File: src/rtl/if_fetch_stage.sv
// rtl/if_fetch_stage.sv - RV32I instruction fetch stage with PC, single-outstanding imem port and IF/DEC slot
module if_fetch_stage #(
    parameter logic [31:0] RESET_VEC = 32'h0000_0000
) (
    input  logic        CLK,
    input  logic        RST_N,
    input  logic        LW_STALL,
    input  logic        IF_FLUSH,
    input  logic        DEC_FLUSH,
    input  logic [2:0]  pc_source,
    input  logic [31:0] jalr_addr,
    input  logic [31:0] branch_addr,
    input  logic [31:0] jal_addr,
    input  logic [31:0] mtvec,
    input  logic [31:0] mepc,
    output logic        imem_req,
    output logic [31:0] imem_addr,
    input  logic        imem_ready,
    input  logic        imem_valid,
    input  logic [31:0] imem_rdata,
    output logic [31:0] dec_ir,
    output logic [31:0] dec_pc,
    output logic        dec_valid,
    output logic        if_busy
);

    localparam logic [1:0] ST_ISSUE = 2'd0;
    localparam logic [1:0] ST_WAIT  = 2'd1;
    localparam logic [1:0] ST_FULL  = 2'd2;

    logic [1:0]  state_q;
    logic [31:0] pc_q;
    logic [31:0] req_pc_q;
    logic        kill_q;
    logic [31:0] buf_ir;
    logic [31:0] buf_pc;
    logic        redirect;
    logic [31:0] raw_target;
    logic [31:0] target;

    assign redirect = IF_FLUSH | DEC_FLUSH;

    always_comb begin
        raw_target = pc_q + 32'd4;
        case (pc_source)
            3'd1:    raw_target = jalr_addr;
            3'd2:    raw_target = branch_addr;
            3'd3:    raw_target = jal_addr;
            3'd4:    raw_target = mtvec;
            3'd5:    raw_target = mepc;
            default: raw_target = pc_q + 32'd4;
        endcase
        target = raw_target & ~32'd3;
    end

    // Request is gated by reset combinationally so nothing is issued while held in reset.
    assign imem_req  = RST_N && (state_q == ST_ISSUE);
    assign imem_addr = pc_q;
    assign if_busy   = (state_q != ST_ISSUE);

    always_ff @(posedge CLK or negedge RST_N) begin
        if (!RST_N) begin
            state_q   <= ST_ISSUE;
            pc_q      <= RESET_VEC;
            req_pc_q  <= 32'h0;
            kill_q    <= 1'b0;
            buf_ir    <= 32'h0;
            buf_pc    <= 32'h0;
            dec_ir    <= 32'h0;
            dec_pc    <= 32'h0;
            dec_valid <= 1'b0;
        end else if (redirect) begin
            pc_q      <= target;
            dec_ir    <= 32'h0;
            dec_valid <= 1'b0;
            buf_ir    <= 32'h0;
            buf_pc    <= 32'h0;
            case (state_q)
                ST_ISSUE: begin
                    // An accepted request still completes; its response is marked stale.
                    if (imem_ready) begin
                        req_pc_q <= pc_q;
                        kill_q   <= 1'b1;
                        state_q  <= ST_WAIT;
                    end
                end
                ST_WAIT: begin
                    if (imem_valid) begin
                        kill_q  <= 1'b0;
                        state_q <= ST_ISSUE;
                    end else begin
                        kill_q  <= 1'b1;
                    end
                end
                default: state_q <= ST_ISSUE;
            endcase
        end else begin
            if (!LW_STALL) begin
                dec_ir    <= 32'h0;
                dec_valid <= 1'b0;
            end
            case (state_q)
                ST_ISSUE: begin
                    if (imem_ready) begin
                        req_pc_q <= pc_q;
                        pc_q     <= pc_q + 32'd4;
                        state_q  <= ST_WAIT;
                    end
                end
                ST_WAIT: begin
                    if (imem_valid) begin
                        if (kill_q) begin
                            kill_q  <= 1'b0;
                            state_q <= ST_ISSUE;
                        end else if (!LW_STALL) begin
                            dec_ir    <= imem_rdata;
                            dec_pc    <= req_pc_q;
                            dec_valid <= 1'b1;
                            state_q   <= ST_ISSUE;
                        end else begin
                            buf_ir  <= imem_rdata;
                            buf_pc  <= req_pc_q;
                            state_q <= ST_FULL;
                        end
                    end
                end
                ST_FULL: begin
                    if (!LW_STALL) begin
                        dec_ir    <= buf_ir;
                        dec_pc    <= buf_pc;
                        dec_valid <= 1'b1;
                        state_q   <= ST_ISSUE;
                    end
                end
                default: state_q <= ST_ISSUE;
            endcase
        end
    end

endmodule
File: config.mk
export PLATFORM = sky130hd
export DESIGN_NAME = if_fetch_stage
export DESIGN_NICKNAME = d
export VERILOG_FILES = /design/src/rtl/if_fetch_stage.sv
export SDC_FILE = /design/constraint.sdc
export NUM_CORES = 1
export LEC_CHECK = 0
export CAP_MARGIN = 10
export CORE_MARGIN = 2
export CORE_UTILIZATION = 53
export CTS_BUF_LIST = sky130_fd_sc_hd__clkbuf_8
export DETAILED_ROUTE_END_ITERATION = 6
export GPL_ROUTABILITY_DRIVEN = 0
export PLACE_DENSITY = 0.95
export SLEW_MARGIN = 20
export SYNTH_ARGS = -nofsm -noshare
export SYNTH_HDL_FRONTEND = slang
export SYNTH_SLANG_ARGS = --single-unit
File: constraint.sdc
create_clock -name CLK -period 3.3 [get_ports CLK]
set_clock_uncertainty 0.1 [all_clocks]
set_input_delay 0.825 -clock CLK [delete_from_list [all_inputs] [get_ports CLK]]
set_output_delay 0.825 -clock CLK [all_outputs]
set_load 0.01 [all_outputs]
; ---- Word-level counts from Yosys, hierarchy flattened
; Index checks and enable logic that the tools add are counted.
; W data, S select, Z words.
[totals]
regBits = 196
in_bits = 202
output_inout_bits = 99
elab_cells = 89
[classes]
n_addsub = 1
eq_ne = 14
mux = 47
n_bitwise = 2
reduce_logical = 16
[ops]
columns = op, count
row1 = $mux W32, 23
row2 = $pmux W32 S5, 1
row3 = $pmux W32 S2, 2
row4 = $add A32 B3 Y32 const B, 1
row5 = $reduce_bool A2 Y1, 8
row6 = $mux W2, 7
row7 = $mux W1, 10
row8 = $ne A2 B2 Y1 const B, 4
row9 = $reduce_and A4 Y1, 2
row10 = $eq A3 B2 Y1 const B, 2
row11 = $eq A3 B3 Y1 const B, 2
row12 = $ne A3 B3 Y1 const B, 2
row13 = $pmux W2 S3, 1
row14 = $reduce_and A2 Y1, 3
row15 = $reduce_and A6 Y1, 1
row16 = $pmux W1 S2, 2
row17 = $pmux W2 S2, 1
row18 = $eq A3 B1 Y1 const B, 1
row19 = $eq A2 B1 Y1 const B, 1
row20 = $eq A2 B2 Y1 const B, 1
row21 = $logic_not A2 Y1, 1
row22 = $ne A2 B1 Y1 const B, 1
row23 = $logic_and A1 B1 Y1, 1
row24 = $not A1 Y1, 1
row25 = $or A1 B1 Y1, 1

; ---- Logic depth before layout (Yosys ltp)
[depth]
depth_word = 6
mapped_depth = 9
mapped_depth_nobuf = 7

; ---- Least setup slack after synthesis
; OpenSTA, ideal clock, no wires.
[synth_path]
path_type = input to register
from = input port pc_source[2]
to = register pc_q[23], in the netlist imem_addr[23]
setup_ps = 127
arrival_time_ps = 1992
required_time_ps = 3073
setup_slack_ps = 1081
path_stages = 8
n_path_buf = 3
path_cell_list = buf_4 nor3_2 a211o_1 buf_2 nand2_1 buf_2 nor4_1 nor3_1
[synth_between]
elab_chain_len = 3
elab_cells_between_ends = 7
classes_between = eq/ne: 5 / mux: 2
[synth_rtl]
columns = element, line_no
row1 = start: declaration, 10  ; input logic [2:0] pc_source,
row2 = "$eq A3 B3 Y1, or another cell as far along", 45  ; case (pc_source)
row3 = $pmux W32 S5 *, 45
row4 = $mux W32 *, 72  ; end else if (redirect) begin
row5 = end signal: assignment, 73  ; pc_q <= target;
row6 = end signal: assignment, 106  ; pc_q <= pc_q + 32'd4;
row7 = end: declaration, 32  ; logic [31:0] pc_q;
; Every way passes the cells marked *; elsewhere a longest branch is shown, timed or not.
; A chain may end at the register's enable or synchronous reset.

; ---- Worst setup path after layout
[layout_path]
from = register state_q[0]
to = output port if_busy
[layout_between]
elab_chain_len = 1
[layout_rtl]
columns = element, line_no
row1 = start: declaration, 31  ; logic [1:0] state_q;
row2 = start signal: assignment, 63  ; state_q <= ST_ISSUE;
row3 = start signal: assignment, 84  ; state_q <= ST_WAIT;
row4 = start signal: assignment, 90  ; state_q <= ST_ISSUE;
row5 = $reduce_bool A2 Y1, 59  ; assign if_busy = (state_q != ST_ISSUE);
row6 = end: declaration, 24  ; output logic if_busy
; No other way between the ends.

==> results.sh <==
export IMPL_status="complete, no violations"
export IMPL_wl_per_cell_um=20.5
export IMPL_max_cap_violations=0
export IMPL_r2r_slack_ns=0.97
export IMPL_post_route_cells_drive_above_1_share_pct=9.85
export IMPL_ys_warn_count=0
export IMPL_post_cts_buffers=0
export IMPL_worst_slew_pin_slew_ns=1.09
export IMPL_powerDensity_nw_per_um2=526
export IMPL_hold_viol=0
export IMPL_routed_wl_mm=32.1
export IMPL_cts_resized=0
export IMPL_fin_crit_sh_pct=89.1
export IMPL_worstSetupEndpointType="primary output"
export IMPL_r2r_start="imem_addr[2]"
export IMPL_die_h_um=141
export IMPL_startpoint_type="register"
export IMPL_avgSynthCellArea_um2=9.37
export IMPL_ir_drop_mv=0.276
export IMPL_grt_first_pass_wirelength_mm=50.0
export IMPL_finalSetupViolations=0
export IMPL_seqCellArea_um2=4700
export IMPL_htree_levels=4
export IMPL_grtUsageTotal_pct=31.9
export IMPL_clkTransAtPathRegs_ns=0.10
export IMPL_cp_required_ns=2.37
export IMPL_grt_max_degree=189
export IMPL_final_util_pct=72.2
export IMPL_maxSlewViolCount=0
export IMPL_clockBufferDepth=2
export IMPL_clkLatencyLatePin_ns=0.47
export IMPL_numCtsBuffers=17
export IMPL_rows=50
export IMPL_multi_input_area_um2=4910
export IMPL_start_util_pct=53.7
export IMPL_vias=9727
export IMPL_synth_enable_flop_cells=0
export IMPL_setup_tns_ns=0
export IMPL_syn_inst=1068
export IMPL_yosysUniqueCellTypes=63
export IMPL_relSlewSlack_pct=27.6
export IMPL_syn_to_final_growth_pct=34.6
export IMPL_dieArea_um2=20000
export IMPL_ff2ff_path_depth=6
export IMPL_grt_pass1_vias=9241
export IMPL_hpwl_mm=22.9
export IMPL_synth_seq_cells=188
export IMPL_fill_cells=1298
export IMPL_leakage_uw=0.00536
export IMPL_io_buffer_count=286
export IMPL_cp_arrival_ns=2.01
export IMPL_yosys_most_used_dff="dfrtp_1"
export IMPL_coreArea_um2=18600
export IMPL_rsz0062_at_grt="false"
export IMPL_cts_tree="done"
export IMPL_overflow=0
export IMPL_hold_buffers=0
export IMPL_drtAntennaViolNets=0
export IMPL_firstDrtPassIters=7
export IMPL_ys_seq_area_share_pct=47.0
export IMPL_ios=301
export IMPL_drt_iter0_drc=1076
export IMPL_viasPerCell=6.21
export IMPL_clock_sinks=188
export IMPL_drcViolationCount=0
export IMPL_root_buffer="clkbuf_8"
export IMPL_syn_area_um2=10000
export IMPL_nets=1523
export IMPL_die_x_um=141
export IMPL_path_class="register to primary output"
export IMPL_fin_total_pwr_uw=7090
export IMPL_cp_max_fo=5
export IMPL_hp_class="primary input to asynchronous set/reset pin"
export IMPL_ys_async_sr_fraction_pct=100
export IMPL_fmax_ghz=0.340
export IMPL_antenna_found_initial=2
export IMPL_timing_rr_end="imem_addr[20]"
export IMPL_fin_crit_ns=2.94
synthesized netlist by cell type, drive strengths merged, types with 7 or more instances:
cell type	n	area share [%]
a21oi	94	4.7
o21ai	85	4.3
nor2	20	0.78
mux2i	53	5.3
nand3	21	1.1
nand4	10	0.78
nor3	10	0.60
dfrtp	188	47
a221o	9	0.90
a22o	33	2.9
clkbuf	61	2.3
nand2b	8	0.50
mux2	46	5.2
a221oi	9	0.79
inv	7	0.26
nand2	221	8.3
buf	32	1.7
nor4	9	0.71
a22oi	49	3.7
and3	9	0.56
nor2b	10	0.63
per-layer routing:
layer	track usage (%)	wire, um	share of wire (%)	vias to the layer above
met5	0	0	0	-
met4	16.2	1580	4.9	0
met3	6.68	3020	9.4	115
met2	51.9	15500	48	623
met1	40.7	12000	37	4605
li1	-	-	-	4384
how the worst max path moves through the flow:
stage                  from             to  slack, ns  cells past startpoint
6_report         state_q[0]        if_busy       0.36                      4
5_1_grt          state_q[0]        if_busy       0.26                      4
4_1_cts          state_q[0]        if_busy       0.34                      4
3_5_place_dp   pc_source[1]  imem_addr[27]       0.09                      7
3_3_place_gp   pc_source[1]  imem_addr[27]       0.18                      7
2_1_floorplan  pc_source[2]  imem_addr[23]       1.08                      8
power breakdown:
group / internal, uW / switching (uW) / total (uW)
Clock: 561 / 919 / 1480
Combinational: 1220 / 1200 / 2420
Sequential: 2750 / 431 / 3180
Total: 4530 / 2550 / 7090
layout make-up:
| type | instances | share of cell area [%] |
|---|---|---|
| Multi-Input combinational cell | 783 | 36.5 |
| Tap cell | 234 | 2.17 |
| Clock buffer | 17 | 1.74 |
| Clock inverter | 15 | 1.09 |
| Antenna cell | 2 | 0.0372 |
| Timing Repair Buffer | 320 | 23.4 |
| Inverter | 7 | 0.195 |
| Sequential cell | 188 | 34.9 |
cells in the final DEF, fill, tap and decap left out, drive strengths merged, types with 10 or more instances in the layout:
cell type      synthesis  final
clkdlybuf4s50          0    283
nand2                221    221
dfrtp                188    188
a21oi                 94     94
o21ai                 85     85
mux2i                 53     53
a22oi                 49     49
mux2                  46     46
buf                   32     36
a22o                  33     33
nand3                 21     21
nor2                  20     20
clkbuf                61     18
inv                    7     16
nand4                 10     10
nor2b                 10     10
nor3                  10     10
cells by family (layout without fill, tap and decap cells):
kind of cell	after synthesis	in the layout	share of synthesized area [%]
AOI/OAI and AO/OA	337	337	22.0
and+or+nand+nor	333	333	15.1
DFF	188	188	47.0
buffers and inverters	100	359	4.28
muxes	99	99	10.5
xor gates and xnor gates	6	6	0.525
adders and majority gates	4	4	0.500
other	1	6	0.0375
per-stage QoR:
stage               instance area [um^2]  hold slack [ns]  cells  setup WS, ns
detailed placement                 13100            0.371   1532        0.0928
floorplan                          10000            0.371   1071          1.08
global placement                   13100            0.362   1532         0.176
global route                       13500            0.437   1566         0.265
finish                             13500            0.388   1566         0.361
CTS                                13500            0.395   1564         0.344
critical path: stages (launching register included):
cell,delay (ns)
dfrtp_1,0.39
inv_1,0.08
ha_1,0.28
inv_1,0.18
clkdlybuf4s50_1,0.63
flip-flops by register name, summed over array words and instances (netlist names):
signal and cells:
kill_q 1, imem_addr 30, req_pc_q 30, dec_pc 30, buf_pc 30, buf_ir 32, state_q 2, dec_ir 32
dec_valid 1
No activity file was read; power rests on OpenSTA's default activity.
